## config.mk

```make
export PLATFORM = sky130hd
export DESIGN_NAME = mac_controller
export DESIGN_NICKNAME = d
export VERILOG_FILES = /design/src/rtl/mac_controller.sv
export SDC_FILE = /design/constraint.sdc
export NUM_CORES = 1
export LEC_CHECK = 0
export ABC_AREA = 1
export BUFFER_PORTS_ARGS = -buffer_cell sky130_fd_sc_hd__buf_4
export CAP_MARGIN = 20
export CORE_UTILIZATION = 43
export DETAILED_ROUTE_END_ITERATION = 12
export PLACE_DENSITY = 0.89
export SLEW_MARGIN = 0
export SYNTH_ARGS = -nofsm -noshare
export SYNTH_HDL_FRONTEND = slang
export SYNTH_SLANG_ARGS = --single-unit
```

## constraint.sdc

```tcl
create_clock -name clk -period 3 [get_ports clk]
set_clock_uncertainty 0.05 [all_clocks]
set_input_delay 0.45 -clock clk [delete_from_list [all_inputs] [get_ports clk]]
set_output_delay 0.45 -clock clk [all_outputs]
set_load 0.01 [all_outputs]
```

## src/rtl/mac_controller.sv

```systemverilog
// Control FSM for the FinalMAC datapath: sequences counter load/decrement,
// operand fetch, operand latch and accumulate for one N-element MAC per start.
module mac_controller #(
  parameter int unsigned CNT_W  = 16,
  parameter int unsigned ADDR_W = 8
) (
  input  logic              clk,
  input  logic              clr,
  input  logic              start,
  input  logic [ADDR_W-1:0] base,
  input  logic [CNT_W-1:0]  cnt,
  output logic              ld_N,
  output logic              dec_N,
  output logic              clr_acc,
  output logic              rd_en,
  output logic [ADDR_W-1:0] addr,
  output logic              ld_ab,
  output logic              en_acc,
  output logic              busy,
  output logic              done
);

  typedef enum logic [2:0] {
    S_IDLE  = 3'd0,
    S_LOAD  = 3'd1,
    S_CHECK = 3'd2,
    S_FETCH = 3'd3,
    S_LATCH = 3'd4,
    S_ACC   = 3'd5,
    S_DONE  = 3'd6
  } state_t;

  state_t            state_q, state_d;
  logic [ADDR_W-1:0] addr_q, addr_d;

  always_comb begin
    state_d = state_q;
    addr_d  = addr_q;
    unique case (state_q)
      S_IDLE:  if (start) state_d = S_LOAD;
      S_LOAD: begin
        addr_d  = base;
        state_d = S_CHECK;
      end
      // cnt already reflects the load/decrement issued on the previous edge
      S_CHECK: state_d = (cnt == '0) ? S_DONE : S_FETCH;
      S_FETCH: state_d = S_LATCH;
      S_LATCH: state_d = S_ACC;
      S_ACC: begin
        addr_d  = addr_q + 1'b1;
        state_d = S_CHECK;
      end
      S_DONE:  state_d = S_IDLE;
      default: state_d = S_IDLE;
    endcase
  end

  always_ff @(posedge clk) begin
    if (clr) begin
      state_q <= S_IDLE;
      addr_q  <= '0;
    end else begin
      state_q <= state_d;
      addr_q  <= addr_d;
    end
  end

  assign ld_N    = (state_q == S_LOAD);
  assign clr_acc = (state_q == S_LOAD);
  assign rd_en   = (state_q == S_FETCH);
  assign ld_ab   = (state_q == S_LATCH);
  assign en_acc  = (state_q == S_ACC);
  assign dec_N   = (state_q == S_ACC);
  assign done    = (state_q == S_DONE);
  assign busy    = (state_q != S_IDLE);
  assign addr    = addr_q;

endmodule

```

Yosys cells after proc, flatten, opt, wreduce, memory -nomap -nowiden:

Index checks and enable logic that the tools add are counted.

* add/subtract/negate cells: 1
* equality and inequality tests: 7
* muxes and demuxes: 4
* reductions and logical operators: 5

Operators by type and width (count)
* $logic_not A16 Y1: 1
* $pmux W8 S2: 1
* $pmux W3 S5: 1
* $eq A3 B3 Y1 const B: 3
* $add A8 B1 Y8 const B: 1
* $eq A3 B2 Y1 const B: 2
* $mux W3: 2
* $eq A3 B1 Y1 const B: 1
* $logic_not A3 Y1: 1
* $reduce_bool A3 Y1: 1
* $ne A2 B2 Y1 const B: 1
* $reduce_bool A2 Y1: 1
* $reduce_or A2 Y1: 1

* flip-flop bits (word level): 11
* bits of input ports: 27
* output and inout port bits: 16
* word-level logic and storage cells: 19

Longest topological paths before layout:

* word-level depth: 3
* mapped depth: 7
* gate-level depth less buffers: 7

Worst setup path after synthesis:

OpenSTA, ideal clock, no wires.

* path kind: register -> output
* from: register state_q[2]
* to: output port en_acc
* data arrival time: 0.875 ns
* path slack: 1.625 ns
* stages on the path, launching flop included: 4
* path through: dfxtp_1 inv_2 nor2_4 buf_4

* cells in the longest elaborated chain, start to end: 1

Ends and longest elaborated chain
* start: declaration: line 33 `state_t state_q, state_d;`
* start signal: assignment: line 63 `state_q <= state_d;`
* $eq A3 B3 Y1
* end: declaration: line 18 `output logic en_acc,`

No other way between the ends.

Worst setup path in the final report:

* from: register state_q[0]
* to: output port clr_acc

* cells in the longest elaborated chain, start to end: 1

Ends and longest elaborated chain
* $eq A3 B1 Y1: line 69 `assign clr_acc = (state_q == S_LOAD);`
* end: declaration: line 14 `output logic clr_acc,`

No other way between the ends.

==> metrics.txt <==
# TYPE chip_impl_metric gauge
chip_impl_info{name="run_status",value="finished, final reports clean"} 1
chip_impl_info{name="grt_setup_unrepaired",value="no"} 1
chip_impl_metric{name="postSynthRegisterBits",unit=""} 11
chip_impl_metric{name="crit_required",unit="ns"} 2.50
chip_impl_info{name="criticalPathCategory",value="reg -> out"} 1
chip_impl_metric{name="syn_area",unit="um^2"} 729
chip_impl_metric{name="flow.area_growth_from_synthesis",unit="%"} 47.0
chip_impl_metric{name="post_synth_fa_ha_maj_area_fraction",unit="%"} 1.72
chip_impl_metric{name="grt_max_degree",unit=""} 11
chip_impl_metric{name="tightest_slew",unit="ns"} 0.384
chip_impl_info{name="most-common-layout-cells",value="42 x sky130_fd_sc_hd__buf_4, 29 x sky130_fd_sc_hd__nand2_1, 19 x sky130_fd_sc_hd__nor2_1, 16 x sky130_fd_sc_hd__inv_1, 13 x sky130_fd_sc_hd__a21oi_1"} 1
chip_impl_metric{name="cts-hold-fix-buffers",unit=""} 0
chip_impl_metric{name="cts.path.max_buffers",unit=""} 2
chip_impl_metric{name="worst_hold_path.num_cells",unit=""} 2
chip_impl_info{name="crit_path_max_delay_cell_type",value="sky130_fd_sc_hd__dfxtp_1"} 1
chip_impl_metric{name="clk_transition_reported_paths",unit="ns"} 0.08
chip_impl_metric{name="worst-r2r-setup-slack",unit="ns"} 1.76
chip_impl_metric{name="detail_route.wirelength",unit="um"} 1820
chip_impl_metric{name="drtAntennaViolNets",unit=""} 0
chip_impl_metric{name="dieArea",unit="mm^2"} 0.00186
chip_impl_metric{name="synth_cell_type_count",unit=""} 20
chip_impl_metric{name="chipHeight",unit="um"} 43.2
chip_impl_metric{name="routed_via_density",unit=""} 5.12
chip_impl_metric{name="numCtsBuffers",unit=""} 3
chip_impl_metric{name="period_minus_slack",unit="ns"} 1.73
chip_impl_metric{name="worstPathArrival",unit="ns"} 1.23
chip_impl_info{name="startpoint_type",value="flip-flop"} 1
chip_impl_metric{name="power.density_cell_area",unit="mW/mm^2"} 455
chip_impl_info{name="cts_root_buffer",value="sky130_fd_sc_hd__clkbuf_4"} 1
chip_impl_metric{name="placementRows",unit=""} 14
chip_impl_metric{name="core_area",unit="mm^2"} 0.00154
chip_impl_metric{name="post_synth_and_or_nand_nor_area_fraction",unit="%"} 38.9
chip_impl_metric{name="p_total",unit="uW"} 488
chip_impl_metric{name="post_synth_xor_area_fraction",unit="%"} 1.20
chip_impl_info{name="synth_top_family_by_area",value="simple AND/OR/NAND/NOR gates"} 1
chip_impl_metric{name="htree_num_levels",unit=""} 1
chip_impl_metric{name="max_freq",unit="GHz"} 0.577
chip_impl_metric{name="leakage_power",unit="nW"} 0.544
chip_impl_metric{name="final_layout_size_suffix_gt1_share",unit="%"} 31.9
chip_impl_metric{name="critPathMaxFanout",unit=""} 10
chip_impl_info{name="clock_tree_from_tritoncts",value="yes"} 1
chip_impl_metric{name="total_number_of_nets_in_the_final_design",unit=""} 192
chip_impl_metric{name="ys.warnings.count",unit=""} 0
chip_impl_metric{name="clkLatencyLatePin",unit="ns"} 0.27
chip_impl_metric{name="dr.first_iter.drc_count",unit=""} 20
chip_impl_metric{name="slew-limit-headroom",unit="%"} 74.2
chip_impl_metric{name="cts_setup_buffers",unit=""} 0
chip_impl_metric{name="globalRouteTotalUtil",unit="%"} 21.3
chip_impl_metric{name="grt_pass1_vias",unit=""} 823
chip_impl_info{name="synth_largest_area_cell",value="sky130_fd_sc_hd__dfxtp_1"} 1
chip_impl_metric{name="delay_of_the_slowest_critical_path_stage",unit="ns"} 0.44
chip_impl_metric{name="vias",unit=""} 917
chip_impl_metric{name="setup_viol",unit=""} 0
chip_impl_metric{name="grt_pass1_wl",unit="um"} 3130
chip_impl_metric{name="number_of_antenna_violations_at_the_first_check_in_global_routing",unit=""} 0
chip_impl_info{name="final_common_cell",value="sky130_fd_sc_hd__buf_4"} 1
chip_impl_metric{name="vdd_ir_drop_max",unit="V"} 0.000243
chip_impl_metric{name="detailedPlacementHpwl",unit="um"} 1500
chip_impl_metric{name="place_congestion",unit=""} 0.817
chip_impl_metric{name="max-cap-violations",unit=""} 0
chip_impl_metric{name="synth.net_count",unit=""} 148
chip_impl_metric{name="grt_overflow_total",unit=""} 0
chip_impl_metric{name="synth_compound_area_share",unit="%"} 15.4
chip_impl_metric{name="hold_violations",unit=""} 0
chip_impl_metric{name="number_of_slew_limit_violations_in_the_final_report",unit=""} 0
chip_impl_info{name="yosys-top-cells-area",value="sky130_fd_sc_hd__dfxtp_1 30%, sky130_fd_sc_hd__nand2_1 15%, sky130_fd_sc_hd__nor2_1 9.8%, sky130_fd_sc_hd__a21oi_1 8.9%, sky130_fd_sc_hd__nand3_1 8.2%"} 1
chip_impl_metric{name="top_level_ports",unit=""} 43
chip_impl_metric{name="wire_per_inst",unit="um"} 10.2
chip_impl_info{name="critical_path_cell_by_cell",value="nand2_4 -> nor2_4 -> buf_4"} 1
chip_impl_metric{name="portBuffers",unit=""} 42
chip_impl_info{name="hold_path_class",value="in -> reg"} 1
chip_impl_metric{name="fin_crit_sh",unit="%"} 57.8
chip_impl_metric{name="synth_seq_area_share",unit="%"} 30.2
chip_impl_metric{name="synth_mux_area_share",unit="%"} 0
chip_impl_metric{name="final_util",unit="%"} 69.6
chip_impl_metric{name="r2r_cells",unit=""} 7
chip_impl_metric{name="cts_sinks",unit=""} 11
chip_impl_metric{name="fin_setup_tns",unit="ns"} 0
chip_impl_info{name="cp-end-kind",value="output port"} 1
chip_impl_metric{name="die_width",unit="um"} 43.2
chip_impl_metric{name="ctsResizeCount",unit=""} 0
chip_impl_metric{name="drt-pass1-iter-count",unit=""} 4
chip_impl_metric{name="floorplan.initialDensity",unit="%"} 47.3
chip_impl_metric{name="route.detailed.drc",unit=""} 0
chip_impl_metric{name="synth_top_area_share",unit="%"} 30.2
chip_impl_metric{name="synthesis.instances",unit=""} 120
chip_impl_metric{name="diodes",unit=""} 0
chip_impl_metric{name="syn_avg_cell_area",unit="um^2"} 6.08
[report_power, final]
group	total (mW)	leakage, nW	switching (mW)	internal, mW
clock	0.105	0.0150	0.0535	0.0515
combinational	0.190	0.439	0.0996	0.0906
sequential	0.193	0.0900	0.0258	0.167
total	0.488	0.544	0.179	0.309
[state kept, by name, summed over array words and instances, names as in the netlist]
register and count:
addr 8, state_q 3
[worst max-delay path, delay by kind of cell, from the launching register on]
family	cells	cell delay (ns)
and+or+nand+nor	2	0.34
buffers and inverters	1	0.17
DFF	1	0.44
[cells by family after synthesis]
| logic type | after synthesis |
|---|---|
| AO/OA/AOI/OAI | 20 |
| XOR/XNOR | 1 |
| adder cells (fa/ha/maj) | 1 |
| buffers and inverters | 22 |
| flip-flops | 11 |
| AND/OR/NAND/NOR | 65 |
[cell type report]
class | count | area, um^2
sequential | 11 | 220
inverter | 19 | 72.6
timing repair buffer | 42 | 315
clock buffer | 4 | 26.3
fill | 134 | 469
multi-input combinational | 87 | 418
tap | 16 | 20.0
[synth_stat cells]
cell,number
sky130_fd_sc_hd__nand2_1,29
sky130_fd_sc_hd__nor2_1,19
sky130_fd_sc_hd__inv_1,16
sky130_fd_sc_hd__a21oi_1,13
sky130_fd_sc_hd__nand3_1,12
sky130_fd_sc_hd__dfxtp_1,11
sky130_fd_sc_hd__o21ai_0,3
sky130_fd_sc_hd__buf_4,2
sky130_fd_sc_hd__inv_2,2
sky130_fd_sc_hd__nor2_4,2
sky130_fd_sc_hd__nor3_1,2
sky130_fd_sc_hd__a22oi_1,1
sky130_fd_sc_hd__buf_1,1
sky130_fd_sc_hd__clkinv_2,1
sky130_fd_sc_hd__ha_1,1
sky130_fd_sc_hd__nand2_4,1
sky130_fd_sc_hd__o211ai_2,1
sky130_fd_sc_hd__o21a_1,1
sky130_fd_sc_hd__o21ai_1,1
sky130_fd_sc_hd__xor2_1,1
[metrics by stage]
stage               std cells  cell area, um^2  hold WS (ns)  worst slack [ns]
detailed placement        175             1050         0.534              1.57
global placement          175             1050         0.520              1.60
CTS                       179             1070         0.359              1.27
finish                    179             1070         0.360              1.27
floorplan                 120              729         0.499              1.62
global route              179             1070         0.353              1.16
[final timing paths]
path                    from         end
setup reg to reg     addr[1]     addr[4]
hold / removal           clr  state_q[2]
setup / recovery  state_q[0]     clr_acc
hold reg to reg      addr[7]     addr[7]
[metal layers]
layer | share of wire, % | track usage, % | vias up
li1 | - | - | 463
met1 | 39 | 25.0 | 409
met2 | 53 | 40.0 | 41
met3 | 6.9 | 2.55 | 4
met4 | 0.77 | 5.45 | 0
met5 | 0 | 0 | -
Note: power is estimated with default switching activity, not from simulation.
